--- config.mk ---
export PLATFORM = sky130hd
export DESIGN_NAME = pipe_stage_reg
export DESIGN_NICKNAME = d
export VERILOG_FILES = /design/src/rtl/pipe_pkg.sv /design/src/rtl/pipe_stall_cnt.sv /design/src/rtl/pipe_stage_reg.sv
export SDC_FILE = /design/constraint.sdc
export NUM_CORES = 1
export LEC_CHECK = 0
export CORE_MARGIN = 2
export CORE_UTILIZATION = 25
export CTS_BUF_LIST = sky130_fd_sc_hd__clkbuf_16
export CTS_CLUSTER_SIZE = 25
export DETAILED_ROUTE_END_ITERATION = 6
export PLACE_DENSITY = 0.6
export SYNTH_ARGS = -nofsm -noshare
export SYNTH_HDL_FRONTEND = slang
export SYNTH_HIERARCHICAL = 1
export SYNTH_SLANG_ARGS = --single-unit
--- constraint.sdc ---
create_clock -name clk -period 6.8 [get_ports clk]
set_clock_uncertainty 0.05 [all_clocks]
set_input_delay 1.02 -clock clk [delete_from_list [all_inputs] [get_ports clk]]
set_output_delay 1.02 -clock clk [all_outputs]
set_load 0.05 [all_outputs]
--- src/rtl/pipe_pkg.sv ---
// pipe_pkg: shared definitions for the pipeline stage registers.
//   DW_DEF / CW_DEF / CNT_W_DEF : default data, control and stall-counter widths.
//   CTRL_*                      : bit positions inside the control payload.
//   pipe_entry_t                : {valid, data, ctrl} layout of one held entry
//                                 at the default widths; stages built with other
//                                 widths use a local struct of the same layout.
package pipe_pkg;

  localparam int unsigned DW_DEF    = 32;
  localparam int unsigned CW_DEF    = 8;
  localparam int unsigned CNT_W_DEF = 32;

  // Control payload bit positions.
  localparam int unsigned CTRL_W_RF      = 0;  // register-file write enable
  localparam int unsigned CTRL_W_HI      = 1;  // HI write enable
  localparam int unsigned CTRL_W_LO      = 2;  // LO write enable
  localparam int unsigned CTRL_RFSRC_LSB = 3;  // rf write-data source select
  localparam int unsigned CTRL_RFSRC_W   = 2;
  localparam int unsigned CTRL_ASEL      = 5;  // ALU operand A select
  localparam int unsigned CTRL_BSEL      = 6;  // ALU operand B select
  localparam int unsigned CTRL_MEMRD     = 7;  // memory read

  typedef struct packed {
    logic              valid;
    logic [DW_DEF-1:0] data;
    logic [CW_DEF-1:0] ctrl;
  } pipe_entry_t;

endpackage

--- src/rtl/pipe_stall_cnt.sv ---
// pipe_stall_cnt: saturating up-counter of stalled cycles.
//   clk  : clock
//   rst  : asynchronous active-high reset, clears the count
//   inc  : count this cycle
//   cnt  : current count, sticks at all-ones
module pipe_stall_cnt #(
  parameter int unsigned CNT_W = 32
) (
  input  logic             clk,
  input  logic             rst,
  input  logic             inc,
  output logic [CNT_W-1:0] cnt
);

  always_ff @(posedge clk or posedge rst) begin
    if (rst) begin
      cnt <= '0;
    end else if (inc && (cnt != '1)) begin
      cnt <= cnt + 1'b1;
    end
  end

endmodule

--- src/rtl/pipe_stage_reg.sv ---
// pipe_stage_reg: pipeline stage register with valid/ready handshake,
// synchronous flush, bubble-gated control and saturating stall counter.
// Optional feature macro: PIPE_SKID_EN (adds a second, skid entry and makes
// in_ready a register output; otherwise in_ready = !out_valid || out_ready).
//   clk, rst            : clock, asynchronous active-high reset
//   flush               : synchronous kill of all held entries
//   in_valid/in_ready   : upstream handshake, in_data / in_ctrl payload
//   out_valid/out_ready : downstream handshake, out_data / out_ctrl payload
//   stall_cnt           : cycles with out_valid && !out_ready (saturating)
module pipe_stage_reg
  import pipe_pkg::*;
#(
  parameter int unsigned DW    = DW_DEF,
  parameter int unsigned CW    = CW_DEF,
  parameter int unsigned CNT_W = CNT_W_DEF
) (
  input  logic             clk,
  input  logic             rst,
  input  logic             flush,
  input  logic             in_valid,
  output logic             in_ready,
  input  logic [DW-1:0]    in_data,
  input  logic [CW-1:0]    in_ctrl,
  output logic             out_valid,
  input  logic             out_ready,
  output logic [DW-1:0]    out_data,
  output logic [CW-1:0]    out_ctrl,
  output logic [CNT_W-1:0] stall_cnt
);

  typedef struct packed {
    logic          valid;
    logic [DW-1:0] data;
    logic [CW-1:0] ctrl;
  } entry_t;

  entry_t main_q;
  entry_t in_entry;
  logic   in_xfer;
  logic   drain;

  assign in_entry = {1'b1, in_data, in_ctrl};
  assign drain    = main_q.valid && out_ready;
  assign in_xfer  = in_valid && in_ready;

`ifdef PIPE_SKID_EN
  entry_t skid_q;

  // skid_q.valid is a flop, so in_ready has no path from out_ready.
  assign in_ready = !skid_q.valid;

  // A full skid blocks input, so skid->main and in->main never collide.
  always_ff @(posedge clk or posedge rst) begin
    if (rst) begin
      main_q <= '0;
      skid_q <= '0;
    end else if (flush) begin
      main_q.valid <= 1'b0;
      skid_q.valid <= 1'b0;
    end else if (drain) begin
      if (skid_q.valid) begin
        main_q       <= skid_q;
        skid_q.valid <= 1'b0;
      end else if (in_xfer) begin
        main_q <= in_entry;
      end else begin
        main_q.valid <= 1'b0;
      end
    end else if (in_xfer) begin
      if (main_q.valid) begin
        skid_q <= in_entry;
      end else begin
        main_q <= in_entry;
      end
    end
  end
`else
  assign in_ready = !main_q.valid || out_ready;

  always_ff @(posedge clk or posedge rst) begin
    if (rst) begin
      main_q <= '0;
    end else if (flush) begin
      main_q.valid <= 1'b0;
    end else if (in_xfer) begin
      main_q <= in_entry;
    end else if (drain) begin
      main_q.valid <= 1'b0;
    end
  end
`endif

  assign out_valid = main_q.valid;
  assign out_data  = main_q.data;
  // Bubbles carry all-zero control so they never write rf/hi/lo.
  assign out_ctrl  = main_q.ctrl & {CW{main_q.valid}};

  pipe_stall_cnt #(
    .CNT_W (CNT_W)
  ) u_stall_cnt (
    .clk (clk),
    .rst (rst),
    .inc (main_q.valid && !out_ready),
    .cnt (stall_cnt)
  );

endmodule

; Word-level counts from Yosys, hierarchy flattened
; Index checks and enable logic that the tools add are counted.
[word_totals]
register_bits = 73
input_bits = 45
output_inout_bits = 74
elab_cells = 20
[op_classes]
n_addsub = 1
n_eq_ne = 1
n_mux = 3
bitwise_logic = 2
n_reduce_logical = 9
[op_table]
columns = op, n
row1 = "adder 32 x 1 -> 32 bit, second input constant", 1
row2 = "!= test 32 bit, second input constant", 1
row3 = bitwise AND 8 bit, 1
row4 = logical AND 1 bit, 4
row5 = 2-to-1 mux 1 bit, 3
row6 = nonzero test 3 bit, 1
row7 = zero test 1 bit, 2
row8 = AND reduction 2 bit, 1
row9 = logical OR 1 bit, 1
row10 = inverter 1 bit, 1

; Longest topological paths before layout
[logic_depth]
depth_word = 5
depth_mapped = 7

; Cells and area by module
; Netlist, hierarchy kept.
[modules_own_cells]
columns = module, instances, cells_each, area_each_um2
row1 = pipe_stage_reg, 1, 131, 1859.3
row2 = pipe_stall_cnt, 1, 139, 1561.5

; Worst setup path after synthesis
; OpenSTA, ideal clock, no wires.
[synth_path]
path_type = input to register
startpoint = input port out_ready
endpoint = register u_stall_cnt.cnt[21]
setup_time_ps = 142
arrival_ps = 2640
t_required_ps = 6608
setup_slack_ps = 3968
stages = 7
cell_sequence = nor2b_4 > clkbuf_2 > nand3_1 > or4_4 > a311oi_4 > nand4_1 > xnor2_1
[synth_between]
elab_chain_len = 3
[synth_rtl]
columns = element, line
row1 = from (decl), pipe_stage_reg.sv:25  ; input logic out_ready,
row2 = zero test 1 bit, pipe_stage_reg.sv:103  ; .inc (main_q.valid && !out_ready),
row3 = logical AND 1 bit, pipe_stage_reg.sv:103
row4 = logical AND 1 bit, pipe_stall_cnt.sv:18  ; end else if (inc && (cnt != '1)) begin
row5 = to (signal assigned), pipe_stall_cnt.sv:19  ; cnt <= cnt + 1'b1;
row6 = to (decl), pipe_stall_cnt.sv:12  ; output logic [CNT_W-1:0] cnt
; Every way passes these cells.
; A chain may end at the register's enable or synchronous reset.

; Final worst setup path
[layout_path]
startpoint = input port out_ready
endpoint = output port in_ready
[layout_between]
elab_chain_len = 1
[layout_rtl]
columns = element, line
row1 = logical OR 1 bit, pipe_stage_reg.sv:78  ; assign in_ready = !main_q.valid || out_ready;
row2 = to (decl), pipe_stage_reg.sv:21  ; output logic in_ready,
; Every way passes these cells.

==> results.ini <==
[clocking]
cts.htree.levels=3
cts_resized=0
path_clk_slew_ns=0.06
cts_setup_buffers=0
cts_tree=yes
hold_buffers=0
cts_inserted_buffers=9
clk-insertion-delay-late_ns=0.34
ctsLongestPathBuffers=2
cts.sinks=73
root_buffer=clkbuf_16

[floorplan]
die_h_microns=121
row_count=42
die-area_sq_mm=0.0146
core_sq_mm=0.0133
initial_core_util=0.257
ios=119
die_x_microns=121

[min_path]
hp-class=reg2reg

[timing]
maxSlewHeadroom=0.387
slew_violations=0
fmax_mhz=275
hold_viol_final=0
fin_crit_sh=0.534
fin_tns_setup_ns=0
worst_pin_slew_ns=0.912
setup_viol=0
rsz0062_at_grt=false
period_needed_ns=3.63

[global_route]
grt-ovfl-total=0
grt_pass1_vias=2469
grt_first_pass_wirelength_mm=12.5
grt_max_degree=42
grt_util_all_layers=0.110
antenna_found_initial=0

[power]
p_sw_mw=0.473
pwr-share-comb=0.286
ir_drop_mv=0.200
swShare=0.328
power.density_mw_per_mm2=297
power.clock.fraction=0.345
p_int_mw=0.968
seq_power_share=0.369
p_leak_nw=1.96

[critical_path]
crit_path_end_kind=output pin
r2r_slack_ns=4.15
cpPeakStageDelay_ns=0.70
cp_common_cell=clkdlybuf4s50_1
crit_required_ns=5.73
path_cells=clkdlybuf4s50_1 > nor2b_4 > inv_1 > clkdlybuf4s50_1
cp_max_fo=11
arrival_ns=2.56
path_delay_family=buffers and inverters
crit_type=in2out
path_buf_inv=3
cpMaxStageDelayCell=clkdlybuf4s50_1
critPathLaunchType=input pin

[run_status]
status=finished, final reports clean

[final_layout]
syn_to_final_growth_pct=42.0
final_cells=544
drive_above_1_share=0.177
nets=409
final_cell_area_sq_mm=0.00486
antenna_cells=0

[route]
drtIter0Drc=41
drc=0
vias=2350
wl_per_cell_microns=14.0
routed_wl_mm=7.61
antenna_left=0
first_pass_iters=4
detail_route.vias_per_cell=4.32

[placed_design]
dpl.cell_count=528
port_buffers=118
place.gp.congestion=0.754
dpl.hpwl_mm=5.48
placed_area_sq_mm=0.00455

[synth]
yosysTopAreaCell=dfrtp_1
syn_area_per_cell_sq_um=12.7
synth_area_leaders=dfrtp_1 53%, mux2_2 13%, buf_4 7.0%, xnor2_1 6.7%, nand3_1 3.2%
yosysUniqueCellTypes=34
syn_nets=316
netlist.area_leader.share=0.534
synth_cells=270
syn_area_sq_mm=0.00342
ys_seq_area_frac=0.534
synth-seq-cells=73
yosysWarnings=6

[run]
drv_cap=0

[final timing paths]
check / cells past startpoint / end / from
worst max-delay path: 4 / in_ready / out_ready
worst max register to register: 5 / u_stall_cnt/cnt[1] / u_stall_cnt/cnt[19]
min in group asynchronous: 3 / u_stall_cnt/cnt[10] / rst
worst min register to register: 1 / main_q[0] / main_q[0]
worst min-delay path: 1 / main_q[0] / main_q[0]
max in group asynchronous: 3 / out_data[2] / rst
[logic make-up after synthesis]
group,after synthesis,share of synthesized area
simple gates,74,0.133
mux,42,0.138
flops,73,0.534
buf+inv,44,0.0925
fa+ha+maj,1,0.00366
compound gates,8,0.0274
xor+xnor,28,0.0717
[cells in the mapped netlist]
cell type / instances
a2111oi_4: 1
a21oi_1: 2
a311oi_4: 1
a31oi_1: 2
a41oi_1: 2
and2_1: 8
and3_1: 10
and4_1: 1
and4_2: 1
buf_4: 32
buf_6: 4
clkbuf_1: 2
clkbuf_2: 1
dfrtp_1: 73
ha_1: 1
inv_1: 5
mux2_1: 3
mux2_2: 38
mux2i_1: 1
nand2_1: 7
nand2_2: 1
nand3_1: 22
nand4_1: 10
nand4_2: 1
nor2_1: 6
nor2b_4: 1
nor3_1: 1
nor3b_4: 1
nor4_1: 1
nor4_4: 1
or3_1: 1
or4_4: 1
xnor2_1: 26
xor2_1: 2
[per-layer routing]
layer,track usage,share of wire,vias up
li1,-,-,1102
met1,0.136,0.45,1131
met2,0.168,0.44,104
met3,0.0376,0.086,13
met4,0.0574,0.021,0
met5,0,0,-
[through the flow]
step | power, mW | utilization | setup slack, ns | hold slack [ns]
final | 1.44 | 0.365 | 3.17 | 0.429
after global routing | 1.51 | 0.365 | 3.09 | 0.463
after CTS | 1.46 | 0.365 | 3.15 | 0.435
after detailed placement | 0.954 | 0.342 | 3.16 | 0.422
after global placement | 0.951 | 0.342 | 3.15 | 0.412
after floorplan | 0.851 | - | 3.97 | 0.400
[sequential cells by signal (all words and copies together) (netlist names)]
name / flops
out_data: 32
u_stall_cnt/cnt: 32
main_q: 8
out_valid: 1
[cells in the final DEF (no fill, tap or decap), types with 2 or more instances in the layout]
| cell | instances |
|---|---|
| a21oi_1 | 2 |
| a31oi_1 | 2 |
| a41oi_1 | 2 |
| and2_1 | 8 |
| and3_1 | 10 |
| buf_4 | 3 |
| bufinv_16 | 2 |
| clkbuf_16 | 9 |
| clkdlybuf4s50_1 | 118 |
| clkinv_2 | 3 |
| dfrtp_1 | 73 |
| inv_1 | 5 |
| mux2_1 | 3 |
| mux2_2 | 38 |
| nand2_1 | 7 |
| nand3_1 | 22 |
| nand4_1 | 10 |
| nor2_1 | 6 |
| xnor2_1 | 26 |
| xor2_1 | 2 |
[worst register-to-register path, delay by kind of cell (launching register included)]
kind	cells	cell delay (ns)
muxes	1	0.35
and+or+nand+nor	4	1.70
DFF	1	0.45
[power by group through the flow]
| stage | combinational (mW) | sequential [mW] | clock, mW |
|---|---|---|---|
| floorplan | 0.267 | 0.584 | 0 |
| global placement | 0.412 | 0.539 | 0 |
| detailed placement | 0.414 | 0.540 | 0 |
| CTS | 0.416 | 0.532 | 0.514 |
| global route | 0.434 | 0.542 | 0.530 |
| finish | 0.412 | 0.532 | 0.497 |
[final cells by class]
| type | count | area, sq um |
|---|---|---|
| well taps | 176 | 220 |
| repair buffers | 121 | 1200 |
| multi-input cells | 153 | 1280 |
| clock inverters | 7 | 86.3 |
| clock buffers | 9 | 225 |
| inverters | 5 | 18.8 |
| fillers | 1281 | 8440 |
| flip-flops and latches | 73 | 1830 |
(Power assumes the default switching activity.)
